<file path="src/rtl/spi_bram_bridge.sv">
// SPI command decoder that streams bytes between an SPI slave and a multi-channel BRAM.
// Frame: command byte, address bytes (MSB first), 16-bit length, then LEN+1 data bytes.
module spi_bram_bridge #(
    parameter int ADDR_W = 17,
    parameter int DEPTH  = 76800,
    parameter int NUM_CH = 3,
    parameter int CH_W   = 2
) (
    input  logic              clk,
    input  logic              rst,
    input  logic              spi_ss,
    input  logic              spi_done,
    input  logic [7:0]        spi_rx,
    output logic [7:0]        spi_tx,
    output logic [ADDR_W-1:0] mem_addr,
    output logic [CH_W-1:0]   mem_channel,
    output logic              mem_we,
    output logic [7:0]        mem_wdata,
    input  logic [7:0]        mem_rdata,
    output logic              busy,
    output logic              err,
    output logic [2:0]        state
);

    localparam int AB = (ADDR_W + 7) / 8;
    localparam logic [2:0] NUM_CH_3 = 3'(NUM_CH);

    typedef enum logic [2:0] {
        IDLE  = 3'd0,
        ADDR  = 3'd1,
        LEN   = 3'd2,
        WDATA = 3'd3,
        RDATA = 3'd4,
        STAT  = 3'd5
    } state_t;

    state_t            state_q;
    logic              ss_q;
    logic              armed;
    logic              is_read;
    logic              fetch1;
    logic              fetch2;
    logic [3:0]        byte_cnt;
    logic [15:0]       cnt;
    logic [ADDR_W-1:0] addr_sh;

    logic              ss_rise;
    logic              ss_fall;
    logic              ch_bad;
    logic              addr_bad;
    logic [ADDR_W-1:0] addr_next;
    logic [ADDR_W-1:0] addr_inc;
    logic [7:0]        status_byte;

    // Byte handshake is valid-only: spi_rx is meaningful exactly in the cycle spi_done
    // is high and the slave cannot be stalled, so every accepted byte is acted on at once.
    assign ss_rise     = ~ss_q & spi_ss;
    assign ss_fall     = ss_q & ~spi_ss;
    assign ch_bad      = 32'(spi_rx[CH_W-1:0]) >= NUM_CH;
    assign addr_next   = ADDR_W'({addr_sh, spi_rx});
    assign addr_bad    = 32'(addr_next) >= DEPTH;
    assign addr_inc    = (mem_addr == ADDR_W'(DEPTH - 1)) ? '0 : mem_addr + ADDR_W'(1);
    assign status_byte = {err, 1'b0, 3'b000, NUM_CH_3};

    assign busy  = (state_q != IDLE);
    assign state = state_q;

    always_ff @(posedge clk) begin
        if (rst) begin
            state_q     <= IDLE;
            ss_q        <= 1'b1;
            armed       <= 1'b0;
            is_read     <= 1'b0;
            fetch1      <= 1'b0;
            fetch2      <= 1'b0;
            byte_cnt    <= '0;
            cnt         <= '0;
            addr_sh     <= '0;
            err         <= 1'b0;
            mem_we      <= 1'b0;
            mem_addr    <= '0;
            mem_channel <= '0;
            mem_wdata   <= '0;
            spi_tx      <= 8'h00;
        end else begin
            mem_we <= 1'b0;
            ss_q   <= spi_ss;
            fetch1 <= 1'b0;
            fetch2 <= fetch1;

            // Write address advances after the pulse so the pulse carries the current address.
            if (mem_we)
                mem_addr <= addr_inc;
            // BRAM data is valid one cycle after the address, so load on the second cycle.
            if (fetch2 && state_q == RDATA)
                spi_tx <= mem_rdata;
            if (ss_fall)
                armed <= 1'b1;

            if (ss_rise) begin
                state_q <= IDLE;
                armed   <= 1'b0;
                fetch1  <= 1'b0;
                fetch2  <= 1'b0;
                spi_tx  <= 8'h00;
            end else if (spi_done && !spi_ss) begin
                case (state_q)
                    IDLE: begin
                        if (armed) begin
                            armed    <= 1'b0;
                            byte_cnt <= '0;
                            cnt      <= '0;
                            addr_sh  <= '0;
                            case (spi_rx[7:6])
                                2'b01, 2'b10: begin
                                    if (ch_bad) begin
                                        err <= 1'b1;
                                    end else begin
                                        mem_channel <= spi_rx[CH_W-1:0];
                                        is_read     <= spi_rx[7];
                                        state_q     <= ADDR;
                                    end
                                end
                                2'b11: begin
                                    spi_tx  <= status_byte;
                                    state_q <= STAT;
                                end
                                default: ;
                            endcase
                        end
                    end
                    ADDR: begin
                        addr_sh <= addr_next;
                        if (byte_cnt == 4'(AB - 1)) begin
                            byte_cnt <= '0;
                            if (addr_bad) begin
                                err     <= 1'b1;
                                state_q <= IDLE;
                            end else begin
                                mem_addr <= addr_next;
                                state_q  <= LEN;
                            end
                        end else begin
                            byte_cnt <= byte_cnt + 4'd1;
                        end
                    end
                    LEN: begin
                        cnt <= {cnt[7:0], spi_rx};
                        if (byte_cnt == 4'd1) begin
                            byte_cnt <= '0;
                            state_q  <= is_read ? RDATA : WDATA;
                            fetch1   <= is_read;
                        end else begin
                            byte_cnt <= 4'd1;
                        end
                    end
                    WDATA: begin
                        mem_we    <= 1'b1;
                        mem_wdata <= spi_rx;
                        if (cnt == 16'd0)
                            state_q <= IDLE;
                        else
                            cnt <= cnt - 16'd1;
                    end
                    RDATA: begin
                        if (cnt == 16'd0) begin
                            state_q <= IDLE;
                            spi_tx  <= 8'h00;
                        end else begin
                            cnt      <= cnt - 16'd1;
                            mem_addr <= addr_inc;
                            fetch1   <= 1'b1;
                        end
                    end
                    STAT: begin
                        err     <= 1'b0;
                        spi_tx  <= 8'h00;
                        state_q <= IDLE;
                    end
                    default: state_q <= IDLE;
                endcase
            end
        end
    end

endmodule
</file>
<file path="config.mk">
export PLATFORM = sky130hd
export DESIGN_NAME = spi_bram_bridge
export DESIGN_NICKNAME = d
export VERILOG_FILES = /design/src/rtl/spi_bram_bridge.sv
export SDC_FILE = /design/constraint.sdc
export NUM_CORES = 1
export LEC_CHECK = 0
export CAP_MARGIN = 20
export CORE_ASPECT_RATIO = 0.6
export CORE_MARGIN = 3
export CORE_UTILIZATION = 40
export DETAILED_ROUTE_END_ITERATION = 7
export PLACE_DENSITY_LB_ADDON = 0.05
export SYNTH_ARGS = -nofsm -noshare
export SYNTH_HDL_FRONTEND = slang
export SYNTH_SLANG_ARGS = --single-unit
</file>
<file path="constraint.sdc">
create_clock -name clk -period 4.65 [get_ports clk]
set_input_delay 0.6975 -clock clk [delete_from_list [all_inputs] [get_ports clk]]
set_output_delay 0.6975 -clock clk [all_outputs]
set_load 0.01 [all_outputs]
</file>
* Word-level counts from Yosys, hierarchy flattened
Index checks and enable logic that the tools add are counted.
** Cells by class
- Add/sub/neg operators :: 3
- $lt $le $gt $ge :: 2
- Eq/ne operators :: 21
- Muxes and demuxes :: 46
- Bitwise operators :: 7
- Reduce and logical (&&, ||, !) cells :: 21
** Operator list (number)
- $mux 17 :: 7
- $pmux 16 s3 :: 1
- $mux 8 :: 5
- $pmux 17 s2 :: 1
- $mux 16 :: 2
- $pmux 8 s3 :: 1
- $mux 3 :: 6
- $pmux 9 s2 :: 1
- $add 17x1->17 const B :: 1
- $eq 17x17->1 const B :: 1
- $ge 17x17->1 const B :: 1
- $logic_not 16->1 :: 1
- $sub 16x1->16 const B :: 1
- $mux 1 :: 13
- $ne 2x2->1 const B :: 6
- $pmux 3 s4 :: 1
- $pmux 4 s3 :: 1
- $reduce_bool 3->1 :: 4
- $mux 9 :: 1
- $mux 4 :: 2
- $reduce_and 4->1 :: 2
- $reduce_and 8->1 :: 1
- $reduce_and 7->1 :: 1
- $eq 3x2->1 const B :: 2
- other kinds (26) :: 37
** Word-level totals
- Register bits :: 74
- Input port bits :: 20
- Word-level logic and storage cells :: 115

* Longest topological paths before layout
- Depth in word-level cells :: 8
- Gate-level depth with buffers :: 8
- Gate-level depth less buffers :: 8

* Worst setup path after synthesis
Ideal clock, no wire load.
- Path type :: reg2reg
- Start point :: reg cnt[8]
- End point :: reg mem_addr[11]
- Library setup time :: 145 ps
- Arrival :: 2096 ps
- Required time :: 4505 ps
- Slack :: 2409 ps
- Cell stages (with the launch flop) :: 8
- Path buffers :: 1
- Clock period less this slack :: 2241 ps
- Cells stage by stage :: dfxtp_1 > or4_4 > or4_4 > o21ai_1 > nor2_1 > clkbuf_1 > a22oi_1 > o32ai_1
** On the way
- Cells in the longest elaborated chain, start to end :: 5
** RTL lines
- start: declaration :: RTL line 44 : logic [15:0] cnt;
- start signal: assignment :: RTL line 148 : cnt <= {cnt[7:0], spi_rx};
- start signal: assignment :: RTL line 163 : cnt <= cnt - 16'd1;
- start signal: assignment :: RTL line 170 : cnt <= cnt - 16'd1;
- $logic_not 16->1 :: RTL line 166 : if (cnt == 16'd0) begin
- $mux 17 :: RTL line 166
- $pmux 17 s2 :: RTL line 107 : case (state_q)
- $mux 17 :: RTL line 106 : end else if (spi_done && !spi_ss) begin
- $mux 17 :: RTL line 100 : if (ss_rise) begin
- end signal: assignment :: RTL line 93 : mem_addr <= addr_inc;
- end signal: assignment :: RTL line 140 : mem_addr <= addr_next;
- end signal: assignment :: RTL line 171 : mem_addr <= addr_inc;
- end: declaration :: RTL line 15 : output logic [ADDR_W-1:0] mem_addr,
Every way passes these cells.
A chain may end at the register's enable or synchronous reset.

* Worst setup path after layout
- Start point :: reg state_q[2] (netlist: state[2])
- End point :: out busy
** On the way
- Cells in the longest elaborated chain, start to end :: 1
** RTL lines
- start: declaration :: RTL line 37 : state_t state_q;
- start signal: assignment :: RTL line 151 : state_q <= is_read ? RDATA : WDATA;
- $reduce_bool 3->1 :: RTL line 65 : assign busy = (state_q != IDLE);
- end: declaration :: RTL line 20 : output logic busy,
Every way passes these cells.

==> reports/qor_table.md <==
| Group | Quantity | Reported |
| --- | --- | --- |
| synthesis | Count of mapped cells out of synthesis | 531 |
| clocking | Clock latency of the later-clocked register in the worst-skew pair | 0.34 ns |
| synthesis | Mean instance size in the synthesized netlist | 7.844 µm² |
| placed design | Place WS | 1.650 ns |
| pwr | Pwr dens | 276.0 nW/µm² |
| clocking | Post CTS Setup Buffer Count | 0 |
| synthesis | FF+latch count, synth | 74 |
| setup path | Data required time of the critical path | 3.95 ns |
| clocking | Buffer cell driving the clock tree root | sky130_fd_sc_hd__clkbuf_16 |
| synthesis | Net count after synthesis | 556 |
| status | Run status | finished clean |
| grt | Number of global-route vias before repair | 3782 |
| finish | Final design instance area without fill | 5126 µm² |
| timing | Fmax achieved | 346.1 MHz |
| placed design | Post-place instance area | 4842 µm² |
| synthesis | Number of distinct standard cells referenced by the synthesized netlist | 57 |
| timing | Period utilization | 62.14% |
| timing | Post-route clock skew | 0.006654 ns |
| finish | Share of final-layout standard cells stronger than drive strength 1 | 7.057% |
| route | Final wirelength | 12.66 mm |
| finish | Finished Layout Cells | 716 |
| clocking | TritonCTS buffer count | 9 |
| setup path | Critical path launch point type | register |
| grt | Pin count of the biggest net entering global routing | 48 |
| timing | Max-slew violation total from the final report | 0 |
| pwr | P_leak | 0.001729 µW |
| timing | Unrepaired setup endpoints after global routing | no |
| clocking | Post-CTS Hold Buffers | 0 |
| clocking | Clock-pin slew on the worst setup and hold paths | 0.05 ns |
| clocking | TritonCTS clock tree | yes |
| die | Die height | 85.05 µm |
| synthesis | Most instantiated flip-flop cell in the synthesis netlist | sky130_fd_sc_hd__dfxtp_1 |
| clocking | Number of gates given a new drive strength after cts | 0 |
| timing | Sum of negative setup slack | 0 ns |
| timing | Setup-failing EPs final | 0 |
| synthesis | Share of synthesized flip-flops with an asynchronous set or reset | 0% |
| grt | Overflow left after global routing | 0 |
| grt | Global-route usage over all layers | 21.92% |
| timing | Minimum clock period | 2.890 ns |
| finish | Area grow syn2layout | 23.07% |
| setup path | Kind of cell adding the most delay to the critical path | buffers and inverters |
| placed design | Port bufs | 60 |
| synthesis | Sequential-to-total area share from yosys stat | 35.57% |
| setup path | Critical path capture point type | output pin |
| setup path | Data arrival, critical path | 2.19 ns |
| synthesis | EDFF count, synth | 0 |
| clocking | Clk buf depth | 2 |
| route | First drt pass iteration count | 5 |
| setup path | WP buf/inv | 2 |
| placed design | Placer Congestion | 0.8938 |
| grt | Initial antenna violation count | 0 |
| setup path | Worst path max stage delay | 0.64 ns |
| hold path | Hold Crit Class | reg2reg |
| placed design | Cell Count Post-Placement | 698 |
| route | Post-detailed-route count of antenna-violating nets | 0 |
| finish | Antenna Diode Count | 0 |
| route | Routed vias/inst | 5.838 |
| clocking | Total clock sinks | 74 |
| setup path | Worst-path maximum fanout | 23 |
| route | Vias after detailed routing | 4180 |
| die | Starting density of the core | 41.72% |
| die | Area of the core region | 9985 µm² |
| timing | Hold Violations, Final | 0 |
| setup path | Slowest cell on crit path | sky130_fd_sc_hd__nor3_1 |
| setup path | Kind of critical path | reg2out |
| die | Die area | 11710 µm² |
| placed design | Final HPWL from detailed placement | 8.956 mm |
| route | Detailed-route wire length per cell | 17.68 µm |
| grt | Wire length of the first global-routing pass | 20.23 mm |
| synthesis | Syn Std Cell Area | 4165 µm² |
| timing | Worst-margin pin slew | 1.014 ns |
| timing | Post-layout worst setup margin | 1.760 ns |
| finish | Number of nets in the finished design | 601 |
| timing | Final hold slack | 0.4538 ns |
| route | DRC marker count from the first detailed-route iteration | 380 |
| die | Number of top-level pins | 61 |
| die | Die W | 137.7 µm |
| job | Number of violations of the max-capacitance limit | 0 |
| setup path | Worst-path cell chain | nor3_1 -> inv_1 -> clkdlybuf4s50_1 |
| route | Number of remaining DRC errors | 0 |
| timing | Remaining max-slew budget at the tightest pin | 32.17% |
| synthesis | Total number of yosys warnings | 0 |
| die | Total number of placement rows | 28 |
| pwr | Worst VDD drop | 0.0001822 V |
| clocking | Maximum level of the CTS H-tree | 3 |
[layout by cell type, fill, tap and decap left out, types with 9 or more instances in the layout]
cell type and count:
sky130_fd_sc_hd__nand2_1 58, sky130_fd_sc_hd__a21oi_1 52, sky130_fd_sc_hd__nor3_1 14, sky130_fd_sc_hd__o21ai_0 19, sky130_fd_sc_hd__inv_1 15, sky130_fd_sc_hd__nand3_1 25
sky130_fd_sc_hd__a31oi_1 9, sky130_fd_sc_hd__mux2i_1 13, sky130_fd_sc_hd__o22ai_1 16, sky130_fd_sc_hd__nor2_1 46, sky130_fd_sc_hd__clkbuf_16 9, sky130_fd_sc_hd__xnor2_1 10
sky130_fd_sc_hd__dfxtp_1 74, sky130_fd_sc_hd__a22oi_1 17, sky130_fd_sc_hd__xor2_1 15, sky130_fd_sc_hd__clkdlybuf4s50_1 60
[final timing paths]
kind | startpoint | endpoint | slack [ns] | depth (start not counted)
setup / recovery | state[2] | busy | 1.76 | 3
hold / removal | spi_tx[3] | spi_tx[3] | 0.45 | 2
setup reg to reg | cnt[8] | mem_addr[15] | 1.86 | 6
hold reg to reg | spi_tx[3] | spi_tx[3] | 0.45 | 2
[flip-flops by register name (all words and copies together) (netlist names)]
name / count
mem_addr: 17
armed: 1
mem_wdata: 8
fetch1: 1
mem_channel: 2
byte_cnt: 4
spi_tx: 8
cnt: 16
state: 3
mem_we: 1
is_read: 1
err: 1
ss_q: 1
fetch2: 1
addr_sh: 9
[cell usage after synthesis (all sizes together) (4+ instances only)]
master | n | area [µm²]
a22oi | 17 | 127.6
xnor2 | 10 | 87.58
mux2 | 4 | 45.04
a32oi | 5 | 43.79
or4 | 4 | 37.53
nand2b | 7 | 43.79
or2 | 7 | 43.79
nor2 | 47 | 183.9
o32ai | 6 | 52.55
and3 | 7 | 43.79
a211oi | 6 | 45.04
o22ai | 16 | 100.1
nor2b | 4 | 25.02
nand3 | 25 | 125.1
ha | 5 | 62.56
xor2 | 15 | 131.4
nor4 | 7 | 43.79
a21oi | 53 | 269.0
mux2i | 13 | 130.1
nand4 | 7 | 43.79
inv | 15 | 56.30
o21ai | 23 | 115.1
a221oi | 4 | 35.03
nor3 | 16 | 85.08
nand2 | 58 | 217.7
dfxtp | 74 | 1481
a31oi | 9 | 56.30
clkbuf | 25 | 93.84
buf | 8 | 46.30
a21o | 7 | 52.55
[tightest hold or removal path, stage by stage, from the launching register on]
cell and delay (ns):
sky130_fd_sc_hd__dfxtp_1 0.31, sky130_fd_sc_hd__nand2_1 0.05, sky130_fd_sc_hd__a21oi_1 0.05
[cell type report]
cell class                      count  area, µm²
Fill cell                         974       4858
Tap cell                          135      168.9
Clock buffer                       13      250.2
Sequential cell                    74       1481
Inverter                           15      56.30
Multi-Input combinational cell    409       2497
Clock inverter                      3      15.01
Timing Repair Buffer               67      656.9
[where the power goes]
part	total [µW]	leakage [µW]	internal (µW)	switching, µW
clock network	642	0.000133	374	268
registers	650	0.000597	640	10.0
logic	123	0.000999	49.8	73.4
[metrics by stage]
step           utilization (%)  total power [µW]
3_3_place_gp             48.50             783.2
5_1_grt                  51.34              1461
4_1_cts                  51.15              1427
6_report                 51.34              1415
3_5_place_dp             48.50             784.5
2_1_floorplan                -             733.8
[cell families (layout without fill, tap and decap cells)]
logic type | Yosys count | in the layout | share of synthesized area [%]
XOR/XNOR | 25 | 25 | 5.257
AO/OA/AOI/OAI | 156 | 156 | 24.18
flip-flops | 74 | 74 | 35.57
buffers and inverters | 48 | 98 | 4.716
multiplexers | 17 | 17 | 4.205
adder cells (fa/ha/maj) | 5 | 5 | 1.502
AND/OR/NAND/NOR | 206 | 206 | 24.57
[layer usage]
metal  global-route usage [%]  routed length (µm)  part of all wire (%)
met2                    28.98                4932                    39
met3                    6.991                1025                   8.1
met1                    34.54                6611                    52
met4                    3.857                  91                  0.72
met5                        0                   0                     0
No activity file was read; power rests on OpenSTA's default activity.
